**config.mk**
```make
export PLATFORM = sky130hd
export DESIGN_NAME = matrix_ls_seq
export DESIGN_NICKNAME = d
export VERILOG_FILES = /design/src/rtl/matrix_ls_seq.sv
export SDC_FILE = /design/constraint.sdc
export NUM_CORES = 1
export LEC_CHECK = 0
export ABC_CLOCK_PERIOD_IN_PS = 6600
export CORE_UTILIZATION = 58
export CTS_CLUSTER_DIAMETER = 100
export DETAILED_ROUTE_END_ITERATION = 10
export HOLD_SLACK_MARGIN = 0.12
export PLACE_DENSITY = 0.83
export SLEW_MARGIN = 0
export SYNTH_ARGS = -nofsm -noshare
export SYNTH_HDL_FRONTEND = slang
export SYNTH_SLANG_ARGS = --single-unit
export TNS_END_PERCENT = 5
```
**constraint.sdc**
```tcl
create_clock -name CLK -period 6.6 [get_ports CLK]
set_clock_uncertainty 0.15 [all_clocks]
set_input_delay 0.99 -clock CLK [delete_from_list [all_inputs] [get_ports CLK]]
set_output_delay 0.99 -clock CLK [all_outputs]
set_load 0.005 [all_outputs]
```
**src/rtl/matrix_ls_seq.sv**
```systemverilog
// Matrix load/store sequencer: queues commands and issues ROWS row requests each, then a done pulse.
// First request one cycle after the queued entry is visible; requests hold while mhit is low, cmd_ready drops when the queue is full.
module matrix_ls_seq #(
  parameter int ADDR_W = 32,
  parameter int ROWS   = 4,
  parameter int IMM_W  = 11,
  parameter int RD_W   = 5,
  parameter int QDEPTH = 2,
  localparam int ROW_W = (ROWS > 1) ? $clog2(ROWS) : 1
) (
  input  logic              CLK,
  input  logic              RST,
  input  logic              enable,
  input  logic [1:0]        ls_in,
  input  logic [RD_W-1:0]   rd_in,
  input  logic [ADDR_W-1:0] rs_in,
  input  logic [ADDR_W-1:0] stride_in,
  input  logic [IMM_W-1:0]  imm_in,
  output logic              cmd_ready,
  input  logic              mhit,
  output logic              req_valid,
  output logic [1:0]        req_ls,
  output logic [ADDR_W-1:0] req_addr,
  output logic [RD_W-1:0]   req_rd,
  output logic [ROW_W-1:0]  req_row,
  output logic              done,
  output logic [RD_W-1:0]   done_rd,
  output logic [1:0]        done_ls,
  output logic              busy,
  output logic              illegal
);

  localparam int PW = (QDEPTH > 1) ? $clog2(QDEPTH) : 1;
  localparam int CW = $clog2(QDEPTH + 1);

  localparam logic [1:0] S_IDLE  = 2'd0;
  localparam logic [1:0] S_ISSUE = 2'd1;
  localparam logic [1:0] S_DONE  = 2'd2;

  localparam logic [1:0] LS_LOAD  = 2'b01;
  localparam logic [1:0] LS_STORE = 2'b10;

  localparam logic [CW-1:0]    DEPTH_C  = CW'(QDEPTH);
  localparam logic [ROW_W-1:0] LAST_ROW = ROW_W'(ROWS - 1);
  localparam logic [PW-1:0]    LAST_PTR = PW'(QDEPTH - 1);

  typedef struct packed {
    logic [1:0]        ls;
    logic [RD_W-1:0]   rd;
    logic [ADDR_W-1:0] base;
    logic [ADDR_W-1:0] stride;
  } cmd_t;

  cmd_t              mem_q [QDEPTH];
  cmd_t              mem_d [QDEPTH];
  logic [PW-1:0]     wr_ptr_q, wr_ptr_d;
  logic [PW-1:0]     rd_ptr_q, rd_ptr_d;
  logic [CW-1:0]     cnt_q, cnt_d;
  logic [1:0]        state_q, state_d;
  logic [ROW_W-1:0]  row_q, row_d;
  logic [ADDR_W-1:0] off_q, off_d;
  logic              illegal_q, illegal_d;

  cmd_t head;
  cmd_t new_cmd;
  logic ls_ok;
  logic push;
  logic pop;

  always_comb begin
    ls_ok          = (ls_in == LS_LOAD) || (ls_in == LS_STORE);
    push           = enable && cmd_ready && ls_ok;
    pop            = (state_q == S_DONE);
    illegal_d      = enable && !ls_ok;
    new_cmd.ls     = ls_in;
    new_cmd.rd     = rd_in;
    new_cmd.base   = rs_in + {{(ADDR_W - IMM_W){imm_in[IMM_W-1]}}, imm_in};
    new_cmd.stride = stride_in;
    head           = mem_q[rd_ptr_q];
  end

  // Count is refreshed from registered state only, so a pop never frees a slot in its own cycle.
  always_comb begin
    mem_d    = mem_q;
    wr_ptr_d = wr_ptr_q;
    rd_ptr_d = rd_ptr_q;
    if (push) begin
      mem_d[wr_ptr_q] = new_cmd;
      wr_ptr_d        = (wr_ptr_q == LAST_PTR) ? '0 : wr_ptr_q + PW'(1);
    end
    if (pop) begin
      rd_ptr_d = (rd_ptr_q == LAST_PTR) ? '0 : rd_ptr_q + PW'(1);
    end
    cnt_d = cnt_q + CW'(push) - CW'(pop);
  end

  // Row address is base plus a running offset, avoiding a row*stride multiplier.
  always_comb begin
    state_d = state_q;
    row_d   = row_q;
    off_d   = off_q;
    case (state_q)
      S_IDLE: begin
        if (cnt_q != '0) state_d = S_ISSUE;
      end
      S_ISSUE: begin
        if (mhit) begin
          if (row_q == LAST_ROW) begin
            row_d   = '0;
            off_d   = '0;
            state_d = S_DONE;
          end else begin
            row_d = row_q + ROW_W'(1);
            off_d = off_q + head.stride;
          end
        end
      end
      S_DONE: begin
        state_d = (cnt_d != '0) ? S_ISSUE : S_IDLE;
      end
      default: state_d = S_IDLE;
    endcase
  end

  always_ff @(posedge CLK or posedge RST) begin
    if (RST) begin
      for (int i = 0; i < QDEPTH; i++) mem_q[i] <= '0;
      wr_ptr_q  <= '0;
      rd_ptr_q  <= '0;
      cnt_q     <= '0;
      state_q   <= S_IDLE;
      row_q     <= '0;
      off_q     <= '0;
      illegal_q <= 1'b0;
    end else begin
      mem_q     <= mem_d;
      wr_ptr_q  <= wr_ptr_d;
      rd_ptr_q  <= rd_ptr_d;
      cnt_q     <= cnt_d;
      state_q   <= state_d;
      row_q     <= row_d;
      off_q     <= off_d;
      illegal_q <= illegal_d;
    end
  end

  // Data outputs are gated to zero outside their valid state so reset and idle look identical.
  always_comb begin
    cmd_ready = (cnt_q < DEPTH_C);
    req_valid = (state_q == S_ISSUE);
    req_ls    = req_valid ? head.ls : '0;
    req_rd    = req_valid ? head.rd : '0;
    req_addr  = req_valid ? (head.base + off_q) : '0;
    req_row   = row_q;
    done      = (state_q == S_DONE);
    done_rd   = done ? head.rd : '0;
    done_ls   = done ? head.ls : '0;
    busy      = (state_q != S_IDLE) || (cnt_q != '0);
    illegal   = illegal_q;
  end

endmodule

```
# Yosys cells after proc, flatten, opt, wreduce, memory -nomap -nowiden
# Index checks and enable logic that the tools add are counted.
# classes
magnitude_cmp	4
n_bitwise	2
addsub	8
eq_ne	8
muxes	20
n_reduce_logical	13
# ops
operator	count
$mux W71	4
$bwmux W142	1
$add A32 B32 Y32	3
$demux W71 S1	1
$mux W32	2
$mux W2	6
$mux W5	2
$eq A2 B2 Y1 const B	3
$pmux W2 S3	1
$reduce_bool A2 Y1	3
$eq A2 B1 Y1 const B	2
$ge A2 B2 Y1 const B	2
$logic_and A1 B1 Y1	4
$ne A2 B2 Y1 const B	2
$not A1 Y2	2
$mux W1	3
$reduce_and A3 Y1	1
$add A1 B1 Y1 const B	2
$add A2 B1 Y2	1
$add A2 B1 Y2 const B	1
$logic_not A2 Y1	1
$logic_or A1 B1 Y1	2
$lt A2 B1 Y1 const B	1
$lt A2 B2 Y1 const B	1
other kinds (4)	4
# totals
register_bits	183
output_inout_bits	53
input_bits	86

# Depth between registers and ports, before layout
# Gate-level depths: netlist of the first run.
# logic_depth
depth_word	8
depth_mapped	15
ltp_nobuf	13

# Worst setup path after synthesis of the first run
# Ideal clock, no wire load.
# synth_timing
path_type	flip-flop to output port
from	register rd_ptr_q
to	output req_addr[27]
required_time_ns	5.460
path_stages_with_launch	15
slack_ns	2.119
t_arrival_ns	3.341
path_cell_list	dfrtp_1 clkbuf_1 clkbuf_1 mux2i_1 inv_1 ha_1 a211oi_1 nor2_1 o22a_4 a211oi_4 o211ai_2 a41o_4 a21oi_1 xor2_1 nor2_1
# synth_between
elab_chain_cells	6
# synth_rtl
element	line_no	source
start: declaration	57	logic [PW-1:0] rd_ptr_q, rd_ptr_d;
start signal: assignment	138	rd_ptr_q <= rd_ptr_d;
$not A1 Y2 (implied by the code)	79	head = mem_q[rd_ptr_q];
$mux W71 (implied by the code) (3 in series)	79	
$add A32 B32 Y32	153	req_addr = req_valid ? (head.base + off_q) : '0;
$mux W32	153	
end: declaration	23	output logic [ADDR_W-1:0] req_addr,
# No other way between the ends. The select of a mux whose other input is x is not followed.

# Worst setup path after layout of the first run
# layout_timing
from	register rd_ptr_q
to	output req_addr[30]
# Same word-level chain as after synthesis.

==> results of run 1 <==
cell families (layout without fill, tap and decap cells):
group           Yosys count  after routing  share of synthesized area
buf+inv                  79            208                    0.02486
xor+xnor                 87             87                    0.06155
simple gates            402            402                     0.1389
compound gates          307            307                     0.1685
fa+ha+maj                99             99                     0.1019
mux                     149            149                     0.1344
flops                   183            183                     0.3699
metal layers:
layer | up-vias | GRT usage | share of wire
met1 | 4833 | 0.3803 | 0.46
met5 | - | 0 | 0
met4 | 0 | 0.09433 | 0.025
met2 | 297 | 0.4561 | 0.47
li1 | 4894 | - | -
met3 | 52 | 0.03650 | 0.045
metrics by stage:
| stage | power, mW | cells |
|---|---|---|
| detailed placement | 6.999 | 1678 |
| global route | 8.796 | 1710 |
| finish | 8.172 | 1710 |
| CTS | 8.159 | 1710 |
| global placement | 6.868 | 1678 |
| floorplan | 5.398 | 1306 |
area by class of cell:
type | instances | area (um2)
clock inverters | 10 | 167.7
fillers | 1642 | 6320
clock buffers | 22 | 474.2
multi-input cells | 1044 | 7502
well taps | 275 | 344.1
repair buffers | 148 | 1456
inverters | 28 | 110.1
flip-flops and latches | 183 | 4581
synth_stat cells (11+ instances only):
cell type	n
a211oi_1	20
a21o_1	38
a21oi_1	73
a22o_1	21
clkbuf_1	40
dfrtp_1	183
ha_1	96
inv_1	28
mux2_2	138
mux2i_1	11
nand2_1	234
nand2b_1	13
nand3_1	24
nor2_1	75
o21a_1	11
o21ai_0	62
o21bai_1	12
xnor2_1	50
xor2_1	37
worst paths after layout:
| check | startpoint | to | slack, ps | cells after the start |
|---|---|---|---|---|
| max | rd_ptr_q | req_addr[30] | 980 | 14 |
| min | mem_q[80] | mem_q[80] | 320 | 2 |
| max reg2reg | rd_ptr_q | off_q[30] | 2310 | 14 |
| min reg2reg | mem_q[80] | mem_q[80] | 320 | 2 |
| max in group asynchronous | RST | rd_ptr_q | 4130 | 3 |
| min in group asynchronous | RST | mem_q[67] | 900 | 2 |
worst reg2reg max path: cells and delay by family (launching register included):
kind,cells,cell delay [ps]
flip-flops,1,750
adder cells (fa/ha/maj),2,590
XOR/XNOR,1,140
AO/OA/AOI/OAI,7,1610
multiplexers,1,250
buffers and inverters,2,520
AND/OR/NAND/NOR,1,180
report_power, final:
group	switching (mW)	internal, mW	total, mW
Sequential	0.380	1.66	2.04
Combinational	2.55	2.49	5.04
Clock	0.430	0.667	1.10
registers in the layout, summed over array words and instances, names as in the netlist:
name      cells
rd_ptr_q      1
cnt_q         2
req_row       2
illegal       1
off_q        32
mem_q       142
wr_ptr_q      1
state_q       2
==> metrics, run 1 <==
status=complete, no violations; DP HPWL=21580 um; period utilization=0.8515; most frequent cells in the layout=nand2_1, dfrtp_1, mux2_2, clkdlybuf4s50_1, ha_1; P&R area growth vs syn=18.22%; Final ANT Viol Nets=0; die width=148.1 um; Util after Layout=0.6984; Seq cells post-synth=183; Die Height=148.1 um; routability cong.=0.8959; WHS=319.7 ps; Crit path arrival time=4480 ps; # setup viols final=0; router iterations before antenna repair=5; required time worst endpoint=5460 ps; Cell Area, Synth=12380 um2; CP Capture Type=output port; Clock Tree Buf Depth=2; critical path class=reg2out; CTS root buf=clkbuf_16; Starting Density=0.5908; full die area=21930 um2; Buffers on Ports=138; YS warnings=0; buffers and inverters on the worst path=2; critical-path cell list=mux2_2, ha_1, inv_1, fa_1, nor2b_1, o31a_1, o22ai_1, o21ai_1, nand3_1, a21oi_1, o21ai_1, or4_1, nand3_1, clkdlybuf4s50_1; grt total ovfl=0; FMAX=177.9 MHz; Worst-Margin Slew=1014 ps; worst skew pair latency=440 ps; DRT Wirelength=29490 um; vias per std cell=5.892; core area=20960 um2; CTS Buf Count=17; endpoints failing hold=0; Ant. Diodes=0; share of cells above drive strength 1=0.1415; H-tree Lvls=4; Post-Place Setup Slack=1489 ps; num rows=53; post-synthesis async set-or-reset flop share=1.000; Post-synth EDFFs=0; DRT iter0 DRCs=630; number of global-route vias before repair=9797; nets=1607; Crit-path slowest cell=dfrtp_2; design area=14640 um2; drt wl/cell=17.24 um; post-CTS setup buffer count=0; Top FF cell, synth=dfrtp_1; Startpoint Class=flip-flop; Synth Instances=1306; CP Max Fanout=25; CTS tree=yes; unrepaired setup endpoints after global routing=false; Slew HR=0.3224; final worst slack=979.8 ps; sequential area share after synthesis=0.3699; Max stage delay on crit path=750 ps; Setup TNS Final=0 ps; Largest delay share family, worst path=compound AO/OA/AOI/OAI gates; I/O pin cnt=139; Synth cell types=65; placed cell area=13990 um2; Vias=10080; hold buffers post-CTS=0; min cycle time layout=5620 ps; most common cell after layout, fill and taps aside=nand2_1; VDD IR-drop max=257.2 uV; syn_nets=1491; largest net degree at the start of global routing=83; average size of a mapped cell=9.479 um2; Max Slew Vio Count=0; share of the synthesized area in the top cell type=0.3699; post-synth top area cell=dfrtp_1; GRT Total Usage=0.2780; CTS Sinks=183; Worst-path clk slew=70 ps; Lkg Pwr=6.825 nW; first-pass GRT wire length=48210 um; synth top area cells=dfrtp_1, mux2_2, ha_1; antenna violations before repair=0; CTS resizes=0; total of max-cap violations=0; PwrDens=558.4 nW/um2; drc violations=0; worst min path class=reg2reg
Power figures use the tool's default switching activity.
==> run 2: changes to the inputs <==
--- a/config.mk
+++ b/config.mk
@@ -5,8 +5,9 @@
 export SDC_FILE = /design/constraint.sdc
 export NUM_CORES = 1
 export LEC_CHECK = 0
+export ABC_AREA = 1
 export ABC_CLOCK_PERIOD_IN_PS = 6600
-export CORE_UTILIZATION = 58
+export CORE_UTILIZATION = 59
 export CTS_CLUSTER_DIAMETER = 100
 export DETAILED_ROUTE_END_ITERATION = 10
 export HOLD_SLACK_MARGIN = 0.12
==> run 2 against run 1 <==
Net effect: worst setup slack gained 340 ps; flip-flop and latch count is the same; total power grew 12%; largest cell class unchanged; sequential power is essentially flat.
==> metrics, run 2 <==
CTS root buf=clkbuf_16; part of the power in combinational logic=0.657; average size of a mapped cell=6.048 um2; Max Slew Vio Count=0; H-tree Lvls=4; hold buffers post-CTS=0; syn_nets=2625; Crit path arrival time=4140 ps; Starting Density=0.6051; largest registers=mem_q (142), off_q (32); Lkg Pwr=9.727 nW; post-CTS setup buffer count=0; Worst-Margin Slew=1196 ps; CTS Sinks=183; first-pass GRT wire length=69790 um; post-synth top area cell=dfrtp_1; Worst-path clk slew=80 ps; CP Capture Type=output port; Buffers on Ports=138; Sw Pwr=4.682 mW; PwrDens=540.2 nW/um2; worst skew pair latency=440 ps; antenna violations before repair=0; number of global-route vias before repair=14810; Clock Tree Buf Depth=2; router iterations before antenna repair=6; switch share=0.5113; final worst slack=1320 ps; share of cells above drive strength 1=0.01835; Synth cell types=34; grt total ovfl=0; I/O pin cnt=139; DP HPWL=32420 um; num rows=57; YS warnings=0; required time worst endpoint=5460 ps; FMAX=189.4 MHz; nets=2734; CTS resizes=0; worst min path class=reg2reg; Setup TNS Final=0 ps; die width=160.2 um; CTS tree=yes; Clock Power Share=0.117; P&R area growth vs syn=14.85%; Vias=15260; Util after Layout=0.6949; Reg2Reg Setup Slack=2780 ps; synth top area cells=dfrtp_1, nand2_1, inv_1; largest net degree at the start of global routing=68; Cell Area, Synth=14760 um2; most frequent cell after synthesis=nand2_1; Startpoint Class=flip-flop; sequential area share after synthesis=0.3103; endpoints failing hold=0; non-filler cells, final=2886; max reg flops=142; placed insts=2854; Die Height=160.2 um; Seq cells post-synth=183; CTS Buf Count=17; most flop-heavy register=mem_q; most common cell after layout, fill and taps aside=nand2_1; total of max-cap violations=0; critical path class=reg2out; Post-synth EDFFs=0; core area=24390 um2; Top FF cell, synth=dfrtp_1; Slew HR=0.2018; DRT iter0 DRCs=1260; status=complete, no violations; GRT Total Usage=0.3372; Ant. Diodes=0; drc violations=0; sequential share of power=0.226; unrepaired setup endpoints after global routing=false; placed cell area=16330 um2; routability cong.=0.9586; vias per std cell=5.288; Synth Instances=2440; drt wl/cell=14.52 um; # setup viols final=0; VDD IR-drop max=209.2 uV; CP Max Fanout=67; post-synthesis async set-or-reset flop share=1.000; design area=16950 um2; Int Pwr=4.474 mW; min cycle time layout=5280 ps; DRT Wirelength=41900 um; full die area=25650 um2; Post-Place Setup Slack=1905 ps; Final ANT Viol Nets=0; most instantiated cells after synthesis=nand2_1, inv_1, dfrtp_1, nor2_1, o21ai_0; period utilization=0.8000; share of the synthesized area in the top cell type=0.3103; most frequent cells in the layout=nand2_1, inv_1, dfrtp_1
run 2: cell count changes in the layout (fill, tap and decap cells not counted), moves of 13 or more:
cell | before | now
a211oi_1 | 20 | 0
a21o_1 | 38 | 4
a21oi_1 | 73 | 94
a22o_1 | 21 | 1
inv_1 | 27 | 394
mux2_2 | 138 | 0
nand2_1 | 233 | 1083
nand2b_1 | 13 | 0
nand3_1 | 24 | 126
nor2_1 | 74 | 172
o21ai_0 | 62 | 152
xnor2_1 | 50 | 3
xor2_1 | 37 | 19
run 2: cell families after synthesis:
group                    share of synthesized area
adder cells (fa/ha/maj)                    0.08546
flip-flops                                  0.3103
AO/OA/AOI/OAI                              0.09377
AND/OR/NAND/NOR                             0.3766
XOR/XNOR                                   0.01306
multiplexers                              0.001357
buffers and inverters                       0.1195
run 2: final timing paths:
kind | from | end | cells after the start
max in group asynchronous | RST | mem_q[40] | 3
setup reg to reg | rd_ptr_q | off_q[28] | 16
hold / removal | mem_q[72] | mem_q[72] | 2
hold reg to reg | mem_q[72] | mem_q[72] | 2
setup / recovery | rd_ptr_q | req_addr[26] | 17
min in group asynchronous | RST | illegal | 2
run 2: worst max-delay path, cell delays in order (launching register included):
cell and delay (ps):
dfrtp_4 830, nand2_1 100, o21ai_0 100, ha_1 300, inv_1 80, fa_1 410, inv_1 110, nand3_1 80
nand3_1 200, nand2_1 80, nand2_1 120, nand2_1 60, nand2_1 130, nand2_1 90, nand3_1 100, nand2_1 60
nor2_1 270, clkdlybuf4s50_1 560
run 2: metal layers:
layer / part of all wire / up-vias / GRT usage
met4: 0.036 / 0 / 0.1459
met1: 0.43 / 6972 / 0.4226
met5: 0 / - / 0
met2: 0.48 / 474 / 0.5895
met3: 0.048 / 88 / 0.03377
li1: - / 7728 / -
run 2: metrics by stage:
| step | hold slack [ps] | total power [mW] |
|---|---|---|
| detailed placement | 305.1 | 7.970 |
| floorplan | 286.6 | 5.934 |
| global placement | 298.9 | 7.830 |
| global route | 352.8 | 10.03 |
| finish | 323.0 | 9.156 |
| CTS | 323.9 | 9.092 |
run 2: power groups by stage:
stage / Clock (mW) / Sequential [mW] / Combinational [mW]
2_1_floorplan: 0 / 1.89 / 4.04
3_3_place_gp: 0 / 2.05 / 5.78
3_5_place_dp: 0 / 2.08 / 5.89
4_1_cts: 1.09 / 2.06 / 5.95
5_1_grt: 1.12 / 2.13 / 6.79
6_report: 1.07 / 2.07 / 6.01
run 2: final cells by class:
type                            count  area (um2)
Fill cell                        2181        7442
Inverter                          397        1495
Multi-Input combinational cell   1806        8421
Clock buffer                       18       439.2
Tap cell                          324       405.4
Clock inverter                     14       178.9
Sequential cell                   183        4583
Timing Repair Buffer              144        1426
==> run 3: changes to the inputs <==
--- a/config.mk
+++ b/config.mk
@@ -6,12 +6,12 @@
 export NUM_CORES = 1
 export LEC_CHECK = 0
 export ABC_AREA = 1
-export ABC_CLOCK_PERIOD_IN_PS = 6600
-export CORE_UTILIZATION = 59
+export ABC_CLOCK_PERIOD_IN_PS = 4400
+export CORE_UTILIZATION = 54
 export CTS_CLUSTER_DIAMETER = 100
 export DETAILED_ROUTE_END_ITERATION = 10
 export HOLD_SLACK_MARGIN = 0.12
-export PLACE_DENSITY = 0.83
+export PLACE_DENSITY = 0.8
 export SLEW_MARGIN = 0
 export SYNTH_ARGS = -nofsm -noshare
 export SYNTH_HDL_FRONTEND = slang
==> constraint.sdc (replaced) <==
create_clock -name CLK -period 4.4 [get_ports CLK]
set_clock_uncertainty 0.15 [all_clocks]
set_input_delay 0.66 -clock CLK [delete_from_list [all_inputs] [get_ports CLK]]
set_output_delay 0.66 -clock CLK [all_outputs]
set_load 0.005 [all_outputs]
==> run 3 against run 2 <==
Net effect: sequential share of layout area is 0.34 points lower; total power is 51% higher; count of clock-buffer cells in the layout did not move; largest cell class unchanged.
==> metrics, run 3 (synthesis results as in run 2) <==
status=complete, no violations; M1 WL=18120 um; Int Pwr=6.754 mW; router iterations before antenna repair=7; routed length on met2=19560 um; GRT Total Usage=0.2992; min cycle time layout=4332 ps; share of cells above drive strength 1=0.03184; Die Height=167.3 um; Startpoint Class=flip-flop; buffers and inverters on the worst path=5; Crit-path slowest cell=dfrtp_4; CTS Buf Count=17; Slew HR=0.2518; placed insts=2877; part of the power in combinational logic=0.668; final worst slack=68.23 ps; DRT Wirelength=40630 um; met3 wire length=1673 um; Fillers=2626; Buffers on Ports=138; first-pass GRT wire length=67970 um; Pwr Total=13.78 mW; core area=26880 um2; Worst-path clk slew=90 ps; CP Capture Type=output port; worst min path class=reg2reg; CP Max Fanout=10; num rows=60; total of max-cap violations=0; PwrDens=803.2 nW/um2; Crit path arrival time=3520 ps; Lkg Pwr=9.798 nW; full die area=27990 um2; most frequent cells in the layout=nand2_1, inv_1, dfrtp_1; Max stage delay on crit path=550 ps; Post-Place Setup Slack=511.6 ps; drt wl/cell=13.93 um; top routing layer used=met4; Vias=14990; non-filler cells, final=2916; antenna violations before repair=0; most common cell after layout, fill and taps aside=nand2_1; Sw Pwr=7.030 mW; unrepaired setup endpoints after global routing=true; routability cong.=0.9507; largest net degree at the start of global routing=67; endpoints failing hold=0; most flop-heavy register=mem_q; Final ANT Viol Nets=0; required time worst endpoint=3590 ps; Clock Power Share=0.112; DRT iter0 DRCs=1052; FMAX=230.9 MHz; number of global-route vias before repair=14280; Max Slew Vio Count=0; Largest delay share family, worst path=buffers and inverters; Starting Density=0.5491; critical path class=reg2out; nets=2747; # setup viols final=0; die width=167.3 um; CTS tree=yes; Ant. Diodes=0; P&R area growth vs syn=16.29%; VDD IR-drop max=396.2 uV; Worst-Margin Slew=1121 ps; drc violations=0; grt total ovfl=0; CTS Sinks=183; critical-path cell list=buf_4, o21ai_1, ha_2, inv_1, fa_2, inv_1, nand3_1, nand3_1, buf_4, nand2_1, nand2_1, nand3_1, nand3_2, nor2_1, nor2_1, clkdlybuf4s50_1; Clock Tree Buf Depth=2; I/O pin cnt=139; period utilization=0.9845; DP HPWL=31820 um; worst skew pair latency=450 ps; sequential share of power=0.220; switch share=0.5100; H-tree Lvls=4; max reg flops=142; CTS root buf=clkbuf_16; vias per std cell=5.141; most used cell, CP=nand3_1; largest registers=mem_q (142), off_q (32)
[run 3: changes by cell type in the layout (fill, tap and decap cells not counted), sizes merged]
cell / before / now
dlymetal6s2s: 0 / 1
bufinv: 1 / 0
inv: 404 / 403
clkinvlp: 0 / 4
clkdlybuf4s50: 138 / 137
clkinv: 6 / 5
buf: 6 / 18
[run 3: what timing repair did]
action / CTS / global route
hold buffers: 0 / 0
cloned: 0 / 1
resized for setup: 0 / 35
setup buffers: 0 / 6
setup endpoints to repair: 1 / 21
pin swaps: 0 / 1
[run 3: path summary, 6_finish.rpt]
check	from	endpoint	cells past startpoint	slack, ps
setup / recovery	rd_ptr_q	req_addr[24]	16	70
hold / removal	mem_q[104]	mem_q[104]	2	330
setup reg to reg	rd_ptr_q	off_q[28]	17	970
hold reg to reg	mem_q[104]	mem_q[104]	2	330
max in group asynchronous	RST	off_q[26]	3	2770
min in group asynchronous	RST	illegal	2	470
[run 3: through the flow]
step	hold slack, ps	util	cell area (um2)	setup TNS (ps)
2_1_floorplan	286.6	-	14760	0
3_3_place_gp	299.2	0.6119	16450	0
3_5_place_dp	303.9	0.6119	16450	0
4_1_cts	321.4	0.6335	17030	-1.148
5_1_grt	348.5	0.6386	17160	-499.7
6_report	326.9	0.6386	17160	0
[run 3: tightest hold or removal path, delay by kind of cell, from the launching register on]
family	cells	cell delay (ps)
and+or+nand+nor	2	100
DFF	1	350
[run 3: routing by layer]
| layer | up-vias | GRT usage |
|---|---|---|
| li1 | 7739 | - |
| met1 | 6834 | 0.3880 |
| met2 | 348 | 0.5228 |
| met3 | 71 | 0.02009 |
| met4 | 0 | 0.1129 |
| met5 | - | 0 |
[run 3: cell type report]
type / instances / area [um2] / area share
Timing Repair Buffer: 156 / 1569 / 0.09142
Tap cell: 341 / 426.7 / 0.02486
Multi-Input combinational cell: 1806 / 8498 / 0.4952
Clock buffer: 18 / 429.2 / 0.02501
Timing Repair inverter: 1 / 7.507 / 0.0004374
Sequential cell: 183 / 4583 / 0.2670
Clock inverter: 14 / 151.4 / 0.008821
Inverter: 397 / 1498 / 0.08726
[run 3: power groups by stage]
stage | Combinational [mW] | Clock (mW) | Sequential [mW]
after floorplan | 6.06 | 0 | 2.84
after global placement | 8.76 | 0 | 3.01
after CTS | 8.98 | 1.57 | 3.02
final | 9.22 | 1.54 | 3.03
after global routing | 10.4 | 1.62 | 3.12
after detailed placement | 8.93 | 0 | 3.04
